$ cat config.mk
export PLATFORM = sky130hd
export DESIGN_NAME = control_unit
export DESIGN_NICKNAME = d
export VERILOG_FILES = /design/src/rtl/control_unit.sv
export SDC_FILE = /design/constraint.sdc
export NUM_CORES = 1
export LEC_CHECK = 0
export CAP_MARGIN = 40
export CORE_MARGIN = 10
export CORE_UTILIZATION = 35
export DETAILED_ROUTE_END_ITERATION = 7
export GPL_TIMING_DRIVEN = 0
export PLACE_DENSITY = 0.61
export SLEW_MARGIN = 0
export SYNTH_ARGS = -nofsm -noshare
export SYNTH_HDL_FRONTEND = slang
export SYNTH_SLANG_ARGS = --single-unit
$ cat constraint.sdc
create_clock -name clock -period 2.9 [get_ports clock]
set_clock_uncertainty 0.05 [all_clocks]
set_input_delay 0.29 -clock clock [delete_from_list [all_inputs] [get_ports clock]]
set_output_delay 0.29 -clock clock [all_outputs]
set_load 0.005 [all_outputs]
$ cat src/rtl/control_unit.sv
// Multi-cycle Moore control FSM sequencing fetch/load/exec/write/advance strobes for the datapath.
// Optional CU_SINGLE_STEP_EN adds a STEP_WAIT state released by a rising edge on step.
module control_unit #(
  parameter int unsigned EXEC_CYCLES = 1,
  parameter logic [7:0]  NOP_OPCODE  = 8'h00,
  parameter logic [7:0]  HLT_OPCODE  = 8'hFF,
  parameter logic [7:0]  ALU_MAX     = 8'h7F
) (
  input  logic        clock,
  input  logic        reset,
  input  logic [7:0]  opcode,
  input  logic        start,
  input  logic        prog_we,
  input  logic        step,
  output logic        pc_load,
  output logic        reg_load_a,
  output logic        reg_load_b,
  output logic        reg_load_c,
  output logic        ram_we,
  output logic        busy,
  output logic        halted,
  output logic        err,
  output logic [15:0] instr_count
);

  localparam logic [3:0] S_IDLE      = 4'd0;
  localparam logic [3:0] S_FETCH     = 4'd1;
  localparam logic [3:0] S_LOAD_OPS  = 4'd2;
  localparam logic [3:0] S_EXEC      = 4'd3;
  localparam logic [3:0] S_WRITE     = 4'd4;
  localparam logic [3:0] S_ADVANCE   = 4'd5;
  localparam logic [3:0] S_HALT      = 4'd6;
  localparam logic [3:0] S_ERROR     = 4'd7;
  localparam logic [3:0] S_STEP_WAIT = 4'd8;

  localparam logic [3:0] EXEC_LOAD = 4'(EXEC_CYCLES - 1);

  logic [3:0] state;
  logic [3:0] state_nxt;
  logic [3:0] exec_cnt;
  logic [7:0] opcode_q;
  logic       prog_wr;
  logic       count_bump;

  function automatic logic is_alu(input logic [7:0] op);
    return (op >= 8'h01) && (op <= ALU_MAX);
  endfunction

`ifdef CU_SINGLE_STEP_EN
  logic step_q;
  logic step_rise;
  assign step_rise = step && !step_q;
`else
  logic step_unused;
  assign step_unused = step;
`endif

  always_comb begin
    state_nxt = state;
    case (state)
      S_IDLE:     if (!prog_we && start) state_nxt = S_FETCH;
      S_FETCH: begin
        if (opcode == NOP_OPCODE)      state_nxt = S_ADVANCE;
        else if (opcode == HLT_OPCODE) state_nxt = S_HALT;
        else if (is_alu(opcode))       state_nxt = S_LOAD_OPS;
        else                           state_nxt = S_ERROR;
      end
      // opcode_q re-checked so a corrupted latch cannot drive a bogus execute
      S_LOAD_OPS: state_nxt = is_alu(opcode_q) ? S_EXEC : S_ERROR;
      S_EXEC:     if (exec_cnt == 4'd0) state_nxt = S_WRITE;
      S_WRITE:    state_nxt = S_ADVANCE;
`ifdef CU_SINGLE_STEP_EN
      S_ADVANCE:   state_nxt = S_STEP_WAIT;
      S_STEP_WAIT: if (step_rise) state_nxt = S_FETCH;
`else
      S_ADVANCE:   state_nxt = S_FETCH;
`endif
      S_HALT:     state_nxt = S_HALT;
      S_ERROR:    state_nxt = S_ERROR;
      default:    state_nxt = S_ERROR;
    endcase
  end

  // HALT counts as a retired instruction; ERROR does not
  assign count_bump = (state == S_ADVANCE) ||
                      ((state == S_FETCH) && (state_nxt == S_HALT));

  always_ff @(posedge clock or negedge reset) begin
    if (!reset) begin
      state       <= S_IDLE;
      exec_cnt    <= 4'd0;
      opcode_q    <= 8'h00;
      instr_count <= 16'h0000;
`ifdef CU_SINGLE_STEP_EN
      step_q      <= 1'b0;
`endif
    end else begin
      state <= state_nxt;
      if (state == S_FETCH) opcode_q <= opcode;
      if (state == S_LOAD_OPS)
        exec_cnt <= EXEC_LOAD;
      else if ((state == S_EXEC) && (exec_cnt != 4'd0))
        exec_cnt <= exec_cnt - 4'd1;
      if (count_bump && (instr_count != 16'hFFFF))
        instr_count <= instr_count + 16'd1;
`ifdef CU_SINGLE_STEP_EN
      step_q <= step;
`endif
    end
  end

  // reset gates the combinational program-load path so outputs are quiet in reset
  assign prog_wr    = reset && prog_we && (state == S_IDLE);
  assign ram_we     = prog_wr;
  assign pc_load    = (state == S_ADVANCE) || prog_wr;
  assign reg_load_a = (state == S_LOAD_OPS);
  assign reg_load_b = (state == S_LOAD_OPS);
  assign reg_load_c = (state == S_WRITE);
  assign halted     = (state == S_HALT);
  assign err        = (state == S_ERROR);
  assign busy       = (state != S_IDLE) && (state != S_HALT) && (state != S_ERROR);

endmodule

* Yosys cells after proc, flatten, opt, wreduce, memory -nomap -nowiden
Cells that the tools add are included.
Storage, ports and cells: bits in registers 32, output and inout bits 24, bits of input ports 13, word-level logic and storage cells 50
Operators by class: reduce and logical (&&, ||, !) cells 19, eq/ne operators 12, multiplexer cells 9, magnitude comparators 4, $add $sub $neg 2
Operators with widths (count):
- $pmux W4 S7 | 1
- $eq A4 B3 Y1 const B | 5
- $add A16 B1 Y16 const B | 1
- $ge A8 B1 Y1 const B | 2
- $le A8 B7 Y1 const B | 2
- $mux W4 | 4
- $ne A16 B16 Y1 const B | 1
- $mux W3 | 4
- $logic_and A1 B1 Y1 | 10
- $eq A4 B2 Y1 const B | 2
- $eq A8 B8 Y1 const B | 1
- $logic_not A4 Y1 | 2
- $logic_not A8 Y1 | 1
- $ne A4 B3 Y1 const B | 2
- $reduce_bool A4 Y1 | 2
- $eq A4 B1 Y1 const B | 1
- $sub A4 B1 Y4 const B | 1
- $logic_or A1 B1 Y1 | 2
- $reduce_bool A2 Y1 | 1
- $logic_not A1 Y1 | 1

* Depth between registers and ports, before layout
depth after elaboration 10, depth in mapped cells 7, gate-level depth less buffers 7

* Worst setup path before layout
OpenSTA, ideal clock, no wires.
kind register -> register, start point register instr_count[0], end point register instr_count[1], path slack 0.835 ns, stages on the path, launching flop included 7, buffers on the path 1, data required time 2.725 ns, setup time 0.125 ns, clock period less this slack 2.065 ns, data arrival time 1.891 ns, path through dfrtp_1 -> ha_1 -> nand4_1 -> or4_1 -> o21ai_2 -> buf_6 -> mux2_2
Between the ends: word-level cells in the longest chain between the ends 2, elaborated cells on any way between the ends 3, those cells by class add/sub: 1; eq/ne: 1; reduce/logical: 1
Ends and longest elaborated chain:
- start: declaration | line 23 | output logic [15:0] instr_count
- start signal: assignment | line 105 | instr_count <= instr_count + 16'd1;
- parallel branches: the longest is 2 deep, another holds $add A16 B1 Y16
Several ways; the timed one is not identified. A chain may end at the register's enable or synchronous reset.

* Worst setup path after layout
start point register state[1], end point output reg_load_b
Between the ends: word-level cells in the longest chain between the ends 1
Ends and longest elaborated chain:
- start: declaration | line 38 | logic [3:0] state;
- start signal: assignment | line 98 | state <= state_nxt;
- $eq A4 B2 Y1 | line 117 | assign reg_load_b = (state == S_LOAD_OPS);
- end: declaration | line 17 | output logic reg_load_b,
No other way between the ends.

==> results by stage <==
Placement:
- After legalization and detailed placement, the total HPWL measured 2920 µm.
- Buffers placed on the I/O ports in this run total 35.
- The post-placement setup slack is 579 ps.
- The total placed cells including tap cells is 284.
- The final weighted congestion of routability-driven global placement is 0.772.

Die:
- The boundary pin count is 37.
- The standard cell core area is 0.00472 mm².
- From bottom edge to top edge, the die measures 90.0 µm.
- The number of rows created at floorplan is 25.
- The initial core utilization is 36.3%.
- The horizontal die dimension is 90.0 µm.
- The die covers 0.00810 mm².

Clocking:
- In this run, post-CTS repair resized a total of 0 instances.
- For this design, the CTS-stage hold fixing added 0 buffers.
- After clock tree synthesis, the clock-pin slew on the worst setup and hold paths is 60 ps.
- The CTS sink count is 32.
- The maximum buffer depth of the clock tree is 2.
- In this run the number of H-tree levels came out at 2.
- Post-CTS timing repair inserted 0 buffers for setup.
- The TritonCTS clock tree is done.
- The clock latency on the worst-skew pair is 280 ps.
- The total CTS buffers is 5.
- The cell at the root of the clock tree is sky130_fd_sc_hd__clkbuf_8.

Timing:
- After layout, the minimum clock period comes to 2460 ps.
- Setup violations remaining at the end of the flow were counted as 0.
- The post-layout worst setup margin is 443 ps.
- The actual slew at the worst max-slew pin is 816 ps.
- Dividing the final minimum period by the clock period gives 84.7%.
- Setup repair after global routing left no endpoint under its margin.
- The tightest slew margin relative to the limit is 45.2%.
- The fmax is 407 MHz.
- In the final timing run, aggregate negative setup slack is 0 ps.
- The final count of pins violating max slew was 0.
- On the final layout, the worst hold slack is 6.91 ps.
- The number of hold-slack violations in the final timing report is 0.

Job:
- The tool flagged a number of max-cap violations equal to 0.

Layout:
- The share of cells above drive strength 1 is 10.2%.
- The number of nets in the final layout is 240.
- The repair_antennas step left the layout with diodes totalling 0.
- The fill cell instance count of the final layout is 445.
- Relative to the synthesized area, the layout overhead comes to 30.3%.
- For this run, the number of standard cells in the final layout without fillers is 292.

Route:
- The routed design has 3910 µm of wire.
- For this block, the via count after detailed routing is 1380.
- The detail route stage leaves a number of antenna-violating nets equal to 0.
- The detail-routed via count per cell is 4.73.
- The detailed router finished its first iteration with 93 violations.
- The average wire per standard cell is 13.4 µm.
- The number of remaining DRC errors is 0.
- The length of the first detailed-routing pass in iterations is 4.

Synth:
- In this run the biggest area consumer among cell types represents 46.7% of the synthesized area.
- For this run, the leading register cell type out of synthesis is sky130_fd_sc_hd__dfrtp_1.
- The dominant cell type by area after synthesis is sky130_fd_sc_hd__dfrtp_1.
- The cell area after synthesis is 0.00171 mm².
- A synthesized cell averages 9.42 µm².
- By area the synthesized netlist is led by sky130_fd_sc_hd__dfrtp_1 47%, sky130_fd_sc_hd__nand2_1 7.4%, sky130_fd_sc_hd__xor2_1 5.6%.
- The synthesized instance count is 182.
- After synthesis, the most frequently instantiated cells are 34 x sky130_fd_sc_hd__nand2_1, 32 x sky130_fd_sc_hd__dfrtp_1, 11 x sky130_fd_sc_hd__xor2_1, 10 x sky130_fd_sc_hd__nor2_1.
- The number of enable flip-flop cells after synthesis is 0.
- The post-synthesis sequential area ratio is 46.7%.
- The number of register bits inferred by synthesis is 32.
- The net count of the mapped netlist is 198.
- The Yosys step of the flow raised 0 warnings.
- The number of library cell types mapped by synthesis is 39.
- sky130_fd_sc_hd__nand2_1 is the most common cell in the netlist.
- For this run, asynchronously set or reset flops after synthesis account for 100%.

Power:
- The maximum VDD drop is 0.000195 V.
- The power per standard cell area is 397 mW/mm².
- The leakage power of the design is 0.000969 µW.
- The total power is 886 µW.

Worst setup path:
- Counting cells, the worst reg-to-reg path comes to 6.
- The endpoint arrival time on the critical path is 2120 ps.
- The required time of the critical path is 2560 ps.
- The sort of element at the end of the critical path is an output port.
- The worst setup path category is reg -> out.
- The largest fanout on the critical path is 10.
- For flop-to-flop paths, the worst setup slack is 670 ps.
- The worst register-to-register path ends at instr_count[1].
- In this run the critical register-to-register path is launched from instr_count[0].
- The startpoint class of the critical path is a flip-flop.

Status:
- The flow ran to the end, and the final reports show no timing, DRC or antenna violations.

Global route:
- The global-route total usage across every layer is 10.3%.
- The first global-routing pass estimated 6860 µm of wire.
- The number of antenna violations at the first check in global routing is 0.
- Summed over all layers, the global routing overflow is 0.
- The number of global-route vias before repair is 1417.
- The largest net degree at the start of global routing is 34.

Min path:
- The worst hold path belongs to the class in -> async.
## per-stage QoR
step | utilization [%] | instance area (µm²)
after floorplan | - | 1710
after global placement | 45.5 | 2150
after detailed placement | 45.4 | 2140
after CTS | 47.3 | 2230
after global routing | 47.3 | 2230
final | 47.3 | 2230
## worst max-delay path by stage
| stage | startpoint | to | slack [ps] |
|---|---|---|---|
| 2_1_floorplan | instr_count[0] | instr_count[1] | 830 |
| 3_3_place_gp | reset | pc_load | -380 |
| 3_5_place_dp | reset | pc_load | 580 |
| 4_1_cts | state[1] | reg_load_b | 410 |
| 5_1_grt | state[1] | reg_load_b | 300 |
| 6_report | state[1] | reg_load_b | 440 |
## where the power goes
group | internal (µW) | switching [µW]
sequential | 459 | 9.71
combinational | 36.0 | 30.5
clock | 193 | 158
total | 688 | 198
## cells by family after synthesis
kind of cell    synth area share, %
simple gates                   29.2
flops                          46.7
compound gates                 8.91
buf+inv                        4.38
xor+xnor                       7.15
fa+ha+maj                      2.19
mux                            1.24
other cells                   0.219
## cell usage in the layout, fill, tap and decap left out, types with 2 or more instances in the layout
cell type / netlist / layout
sky130_fd_sc_hd__a22o_1: 4 / 4
sky130_fd_sc_hd__nor3b_1: 2 / 2
sky130_fd_sc_hd__or4_1: 2 / 2
sky130_fd_sc_hd__or2_2: 3 / 3
sky130_fd_sc_hd__ha_1: 3 / 3
sky130_fd_sc_hd__buf_6: 2 / 2
sky130_fd_sc_hd__xor2_1: 11 / 11
sky130_fd_sc_hd__a21oi_1: 3 / 3
sky130_fd_sc_hd__inv_1: 8 / 8
sky130_fd_sc_hd__dfrtp_1: 32 / 32
sky130_fd_sc_hd__clkbuf_8: 0 / 6
sky130_fd_sc_hd__o21ai_0: 7 / 7
sky130_fd_sc_hd__clkdlybuf4s50_1: 0 / 34
sky130_fd_sc_hd__nor3_1: 9 / 9
sky130_fd_sc_hd__xnor2_1: 3 / 3
sky130_fd_sc_hd__nand3_1: 9 / 9
sky130_fd_sc_hd__nor2_1: 10 / 10
sky130_fd_sc_hd__nor4_1: 5 / 5
sky130_fd_sc_hd__clkbuf_1: 3 / 5
sky130_fd_sc_hd__nand2b_1: 5 / 5
sky130_fd_sc_hd__nand2_1: 34 / 34
sky130_fd_sc_hd__nor3_2: 4 / 4
sky130_fd_sc_hd__nand4_1: 5 / 5
## sequential cells by signal, summed over array words and instances (netlist names)
name,count
exec_cnt,4
instr_count,16
opcode_q,8
state,4
## final cells by class
cell class	count	area, µm²	area share (%)
multi-input combinational	135	838	37.5
sequential	32	801	35.9
timing repair buffer	35	345	15.5
clock buffer	8	90.1	4.03
tap	67	83.8	3.75
buffer	7	45.0	2.02
inverter	8	30.0	1.34
## critical path, cell delays in order (launching register included)
cell	delay, ps
sky130_fd_sc_hd__dfrtp_1	390
sky130_fd_sc_hd__buf_1	350
sky130_fd_sc_hd__nand2b_1	150
sky130_fd_sc_hd__nor3_1	280
sky130_fd_sc_hd__buf_4	170
sky130_fd_sc_hd__clkdlybuf4s50_1	490
## metal layers
layer	global-route usage, %	part of all wire (%)
met1	12.5	49
met2	16.0	45
met3	3.66	4.1
met4	4.38	1.9
met5	0	0
No activity file was read; power rests on OpenSTA's default activity.
==> variant 1 (same flow settings) <==
The option `CU_SINGLE_STEP_EN` is turned on by a define.
--- a/src/rtl/control_unit.sv
+++ b/src/rtl/control_unit.sv
@@ -2,2 +2,4 @@
 // Optional CU_SINGLE_STEP_EN adds a STEP_WAIT state released by a rising edge on step.
+`define CU_SINGLE_STEP_EN
+
 module control_unit #(
Formal check against the unedited RTL: not equivalent (Yosys sat finds a counterexample within 10 cycles, from zero or initial values and one cycle with reset low).
==> variant 1 against the unedited design <==
- worst setup slack gained 0.12 ns
- wire length is 7.8% higher
- final area is 2.6% higher
- die area rose by 2.1%
- sequential cell count rose by 1
- register-to-register slack worse by 0.11 ns
- synthesized area rose by 2.7%
Power is not compared: it rests on default switching activity, and its combinational part moved more than twofold at a synthesized area within 25%.
==> variant 1: results (changes against the unedited design) <==
Seq/Total Area, Yosys = 46.9% (+0.19 points)
GRT Util Overall = 10.4% (+0.11 points)
Crit path max-delay family = simple AND/OR/NAND/NOR gates
Layout cells sized above 1 = 8.40% (-1.8 points)
Number of DRC violations after detailed-routing iteration 0 = 91 (-2.2%)
Final non-filler cell total = 305 (+4.5%)
Count of different cell masters after synthesis = 43 (+10%)
Status = completed
Met1 wire length = 1990 um (+5.1%)
Sum of met3 wire segment lengths after detailed routing = 213 um (+31%)
Transition time of the tightest slew-check pin = 0.799 ns (-0.0176 ns)
Placement Cell Area = 0.00220 mm^2 (+2.9%)
Avg Vias per Cell = 4.97 (+5.2%)
Worst-case setup slack after placement = 0.559 ns (-0.0203 ns)
Routed wl met2 = 1920 um (+8.2%)
# placed instances = 298 (+4.9%)
Highest fanout seen on the critical path = 9 (-1)
Wire length of the first global-routing pass = 7180 um (+4.6%)
Post-Syn Nets = 209 (+5.6%)
Largest net degree at the start of global routing = 35 (+2.9%)
Final weighted congestion in routability-driven placement = 0.742 (-4.0%)
Cell at the slowest stage of the critical path = or4b_1
HPWL after DPL = 3110 um (+6.5%)
Post-layout nets = 253 (+5.4%)
Via count of the first global-routing pass = 1,509 (+6.5%)
Leading cell types by count after synthesis = 36 x nand2_1, 33 x dfrtp_1, 22 x nor2_1
Endpoint of the worst-slack reg-to-reg timing path = instr_count[11]
variant 1: cell types whose count changed after synthesis, moves of 3 or more:
cell	before	now
nor3_2	4	1
nor2_1	10	22
nand2b_1	5	2
mux2_1	0	3
nor2b_1	0	3
variant 1: worst max-delay path by stage:
stage / to / slack, ns / depth (start not counted)
finish: instr_count[11] / 0.56 / 6
global route: instr_count[12] / 0.39 / 6
CTS: instr_count[11] / 0.54 / 6
detailed placement: instr_count[11] / 0.56 / 6
global placement: pc_load / -0.45 / 4
floorplan: instr_count[11] / 0.71 / 6
variant 1: where the power goes:
part | total (W) | switching [W] | internal, W | leakage (nW)
Clock | 0.000353 | 0.000165 | 0.000188 | 0.0443
Sequential | 0.000679 | 0.000105 | 0.000574 | 0.429
Combinational | 0.000677 | 0.000346 | 0.000331 | 0.521
variant 1: metal layers:
metal	vias to the layer above	GRT usage, %
li1	769	-
met1	712	12.8
met2	30	15.9
met3	5	3.24
met4	0	5.09
met5	-	0
variant 1: kinds of logic (layout without fill, tap and decap cells):
kind of cell             Yosys count  after routing  synth area share [%]
XOR/XNOR                          12             12                  5.97
multiplexers                       5              5                  3.13
AO/OA/AOI/OAI                     24             24                  8.81
adder cells (fa/ha/maj)            2              2                  1.42
AND/OR/NAND/NOR                  105            105                  30.6
buffers and inverters             13             57                  3.13
flip-flops                        33             33                  46.9
variant 1: final cells by class:
type | count | area [um^2] | share of cell area (%)
multi-input cells | 148 | 880 | 38.4
flip-flops and latches | 33 | 826 | 36.0
repair buffers | 37 | 360 | 15.7
clock buffers | 7 | 86.3 | 3.77
well taps | 67 | 83.8 | 3.66
plain buffers | 7 | 32.5 | 1.42
inverters | 6 | 22.5 | 0.983
==> variant 2 (same flow settings) <==
Made on the original files. Put a register stage on the outputs `pc_load`, `reg_load_a`, `reg_load_b`, `reg_load_c`, `ram_we`, `busy`, `halted` and `err`, with the module's reset. The values now appear one clock later. The other outputs are not delayed to match.
--- a/src/rtl/control_unit.sv
+++ b/src/rtl/control_unit.sv
@@ -113,10 +113,23 @@
   assign prog_wr    = reset && prog_we && (state == S_IDLE);
-  assign ram_we     = prog_wr;
-  assign pc_load    = (state == S_ADVANCE) || prog_wr;
-  assign reg_load_a = (state == S_LOAD_OPS);
-  assign reg_load_b = (state == S_LOAD_OPS);
-  assign reg_load_c = (state == S_WRITE);
-  assign halted     = (state == S_HALT);
-  assign err        = (state == S_ERROR);
-  assign busy       = (state != S_IDLE) && (state != S_HALT) && (state != S_ERROR);
+  always_ff @(posedge clock or negedge reset) begin
+    if (!reset) begin
+      pc_load    <= '0;
+      reg_load_a <= '0;
+      reg_load_b <= '0;
+      reg_load_c <= '0;
+      ram_we     <= '0;
+      busy       <= '0;
+      halted     <= '0;
+      err        <= '0;
+    end else begin
+      pc_load    <= (state == S_ADVANCE) || prog_wr;
+      reg_load_a <= (state == S_LOAD_OPS);
+      reg_load_b <= (state == S_LOAD_OPS);
+      reg_load_c <= (state == S_WRITE);
+      ram_we     <= prog_wr;
+      busy       <= (state != S_IDLE) && (state != S_HALT) && (state != S_ERROR);
+      halted     <= (state == S_HALT);
+      err        <= (state == S_ERROR);
+    end
+  end
 
Formal check against the unedited RTL: not equivalent (a bounded check fails within 4 cycles, from zero or initial values and one cycle with reset low).
==> variant 2 against the unedited design <==
- wire length up 2.4%
- via count rose by 4.4%
- synthesized area increased by 12%
- power up 12%
- core utilization increased by 0.41 points
- final area is 11% higher
- worst setup slack worse by 0.053 ns
- global-route usage is 0.17 points lower
- sequential cell count rose by 7
- critical endpoint is now instr_count[13]
- largest cell class is now registers
==> variant 2: results (changes against the unedited design) <==
Proportion of total power due to net switching = 21.1% (-1.2 points)
Xor-xnor portion of the synthesized cell area = 5.94% (-1.2 points)
HPWL after DPL = 2960 um (+1.6%)
Internal Power = 0.000782 W (+14%)
Maximum ir drop on the vdd rail = 0.172 mV (-12%)
Synth area leaders = dfrtp_1 51%, mux2_2 6.5%, xor2_1 4.6%
Setup-failing EPs final = 0 (unchanged)
Wire length of the first global-routing pass = 7150 um (+4.2%)
Buffer count excluding the clock tree in the final layout = 43 (+2.4%)
# Post-CTS Setup Buffers = 0 (unchanged)
Worst-case setup slack after placement = 0.351 ns (-0.228 ns)
GRT Util Overall = 10.1% (-0.17 points)
Tightest Hold Check Type = in -> async
Part of the total power dissipated in the clock network = 40.7% (+1.1 points)
Cell at the slowest stage of the critical path = nor4_1
Final weighted congestion in routability-driven placement = 0.796 (+3.1%)
Clock edge transition at the registers on the reported setup and hold paths = 0.08 ns (+0.02 ns)
Final critical path time including I/O delays and setup = 2.51 ns (+0.0533 ns)
Relative slew slack = 64.3% (+19 points)
TritonRoute pass-1 iters = 4 (unchanged)
Proportion of synthesized flip-flops having asynchronous set or reset = 100% (unchanged)
Status = completed
Count of different cell masters after synthesis = 40 (+2.6%)
Post-synthesis adder-cell area fraction = 1.96% (-0.23 points)
Startpoint of the most critical register-to-register path = exec_cnt[0]
Register cell area after layout = 976 um^2 (+22%)
Drt wl/cell = 13.8 um (+3.1%)
Proportion of final cell area spent on non-clock buffers = 16.6% (-0.90 points)
Most repeated cell in the gate-level netlist after synthesis = dfrtp_1
Placement Cell Area = 0.00237 mm^2 (+11%)
Share of synthesized area spent on multiplexers = 6.47% (+5.2 points)
Layout inverter count without the clock tree = 6 (-2)
Antenna violations before repair = 0 (unchanged)
Via count of the first global-routing pass = 1,484 (+4.7%)
Avg Vias per Cell = 4.97 (+5.1%)
Worst Reg2Reg Path Length in Cells = 9 (+3)
Final Hold Slack = 0.286 ns (+0.279 ns)
Static power due to leakage = 1.11 nW (+14%)
Endpoint of the worst-slack reg-to-reg timing path = instr_count[13]
Post-Syn Nets = 191 (-3.5%)
Clock buf count = 7 (-1)
P_seq = 0.000547 W (+17%)
Seq/Total Area, Yosys = 50.9% (+4.2 points)
Compound-cell area share of the yosys netlist = 8.43% (-0.48 points)
Cts-stage hold buffer count = 1 (+1)
Number of DRC violations after detailed-routing iteration 0 = 46 (-51%)
Post-layout nets = 235 (-2.1%)
Leading cell types by count after synthesis = 39 x dfrtp_1, 17 x nand2_1, 11 x mux2_2
FF+latch count, synth = 39 (+22%)
Layout cells sized above 1 = 15.9% (+5.7 points)
Slack of the worst reg-to-reg path = 0.39 ns (-0.28 ns)
Largest net degree at the start of global routing = 39 (+15%)
Crit path max-delay family = simple AND/OR/NAND/NOR gates
Multi-input gate share of total cell area = 35.5% (-2.1 points)
Multi-In Gates = 124 (-8.1%)
Arrival @ worst endpoint = 2.68 ns (+0.56 ns)
Highest cell delay on the worst timing path = 0.43 ns (-0.06 ns)
Count of filler cells inserted in the layout = 500 (+12%)
Clk cell area share = 4.18% (+0.15 points)
variant 2: worst max-delay path by stage:
stage,to,start,depth (start not counted)
finish,instr_count[13],exec_cnt[0],9
floorplan,instr_count[14],exec_cnt[0],8
global placement,pc_load,reset,3
CTS,instr_count[13],exec_cnt[0],9
global route,instr_count[13],exec_cnt[0],9
detailed placement,instr_count[13],opcode[1],7
variant 2: routing by layer:
| metal | routed length [um] | global-route usage, % | up-vias |
|---|---|---|---|
| met4 | 80 | 4.94 | 0 |
| met3 | 323 | 4.16 | 8 |
| li1 | - | - | 718 |
| met5 | 0 | 0 | - |
| met1 | 1750 | 11.6 | 682 |
| met2 | 1840 | 15.8 | 33 |
variant 2: through the flow:
stage               util [%]  cells
finish                  47.7    290
global route            47.7    290
CTS                     47.7    290
detailed placement      45.5    281
global placement        45.2    280
floorplan                  -    175
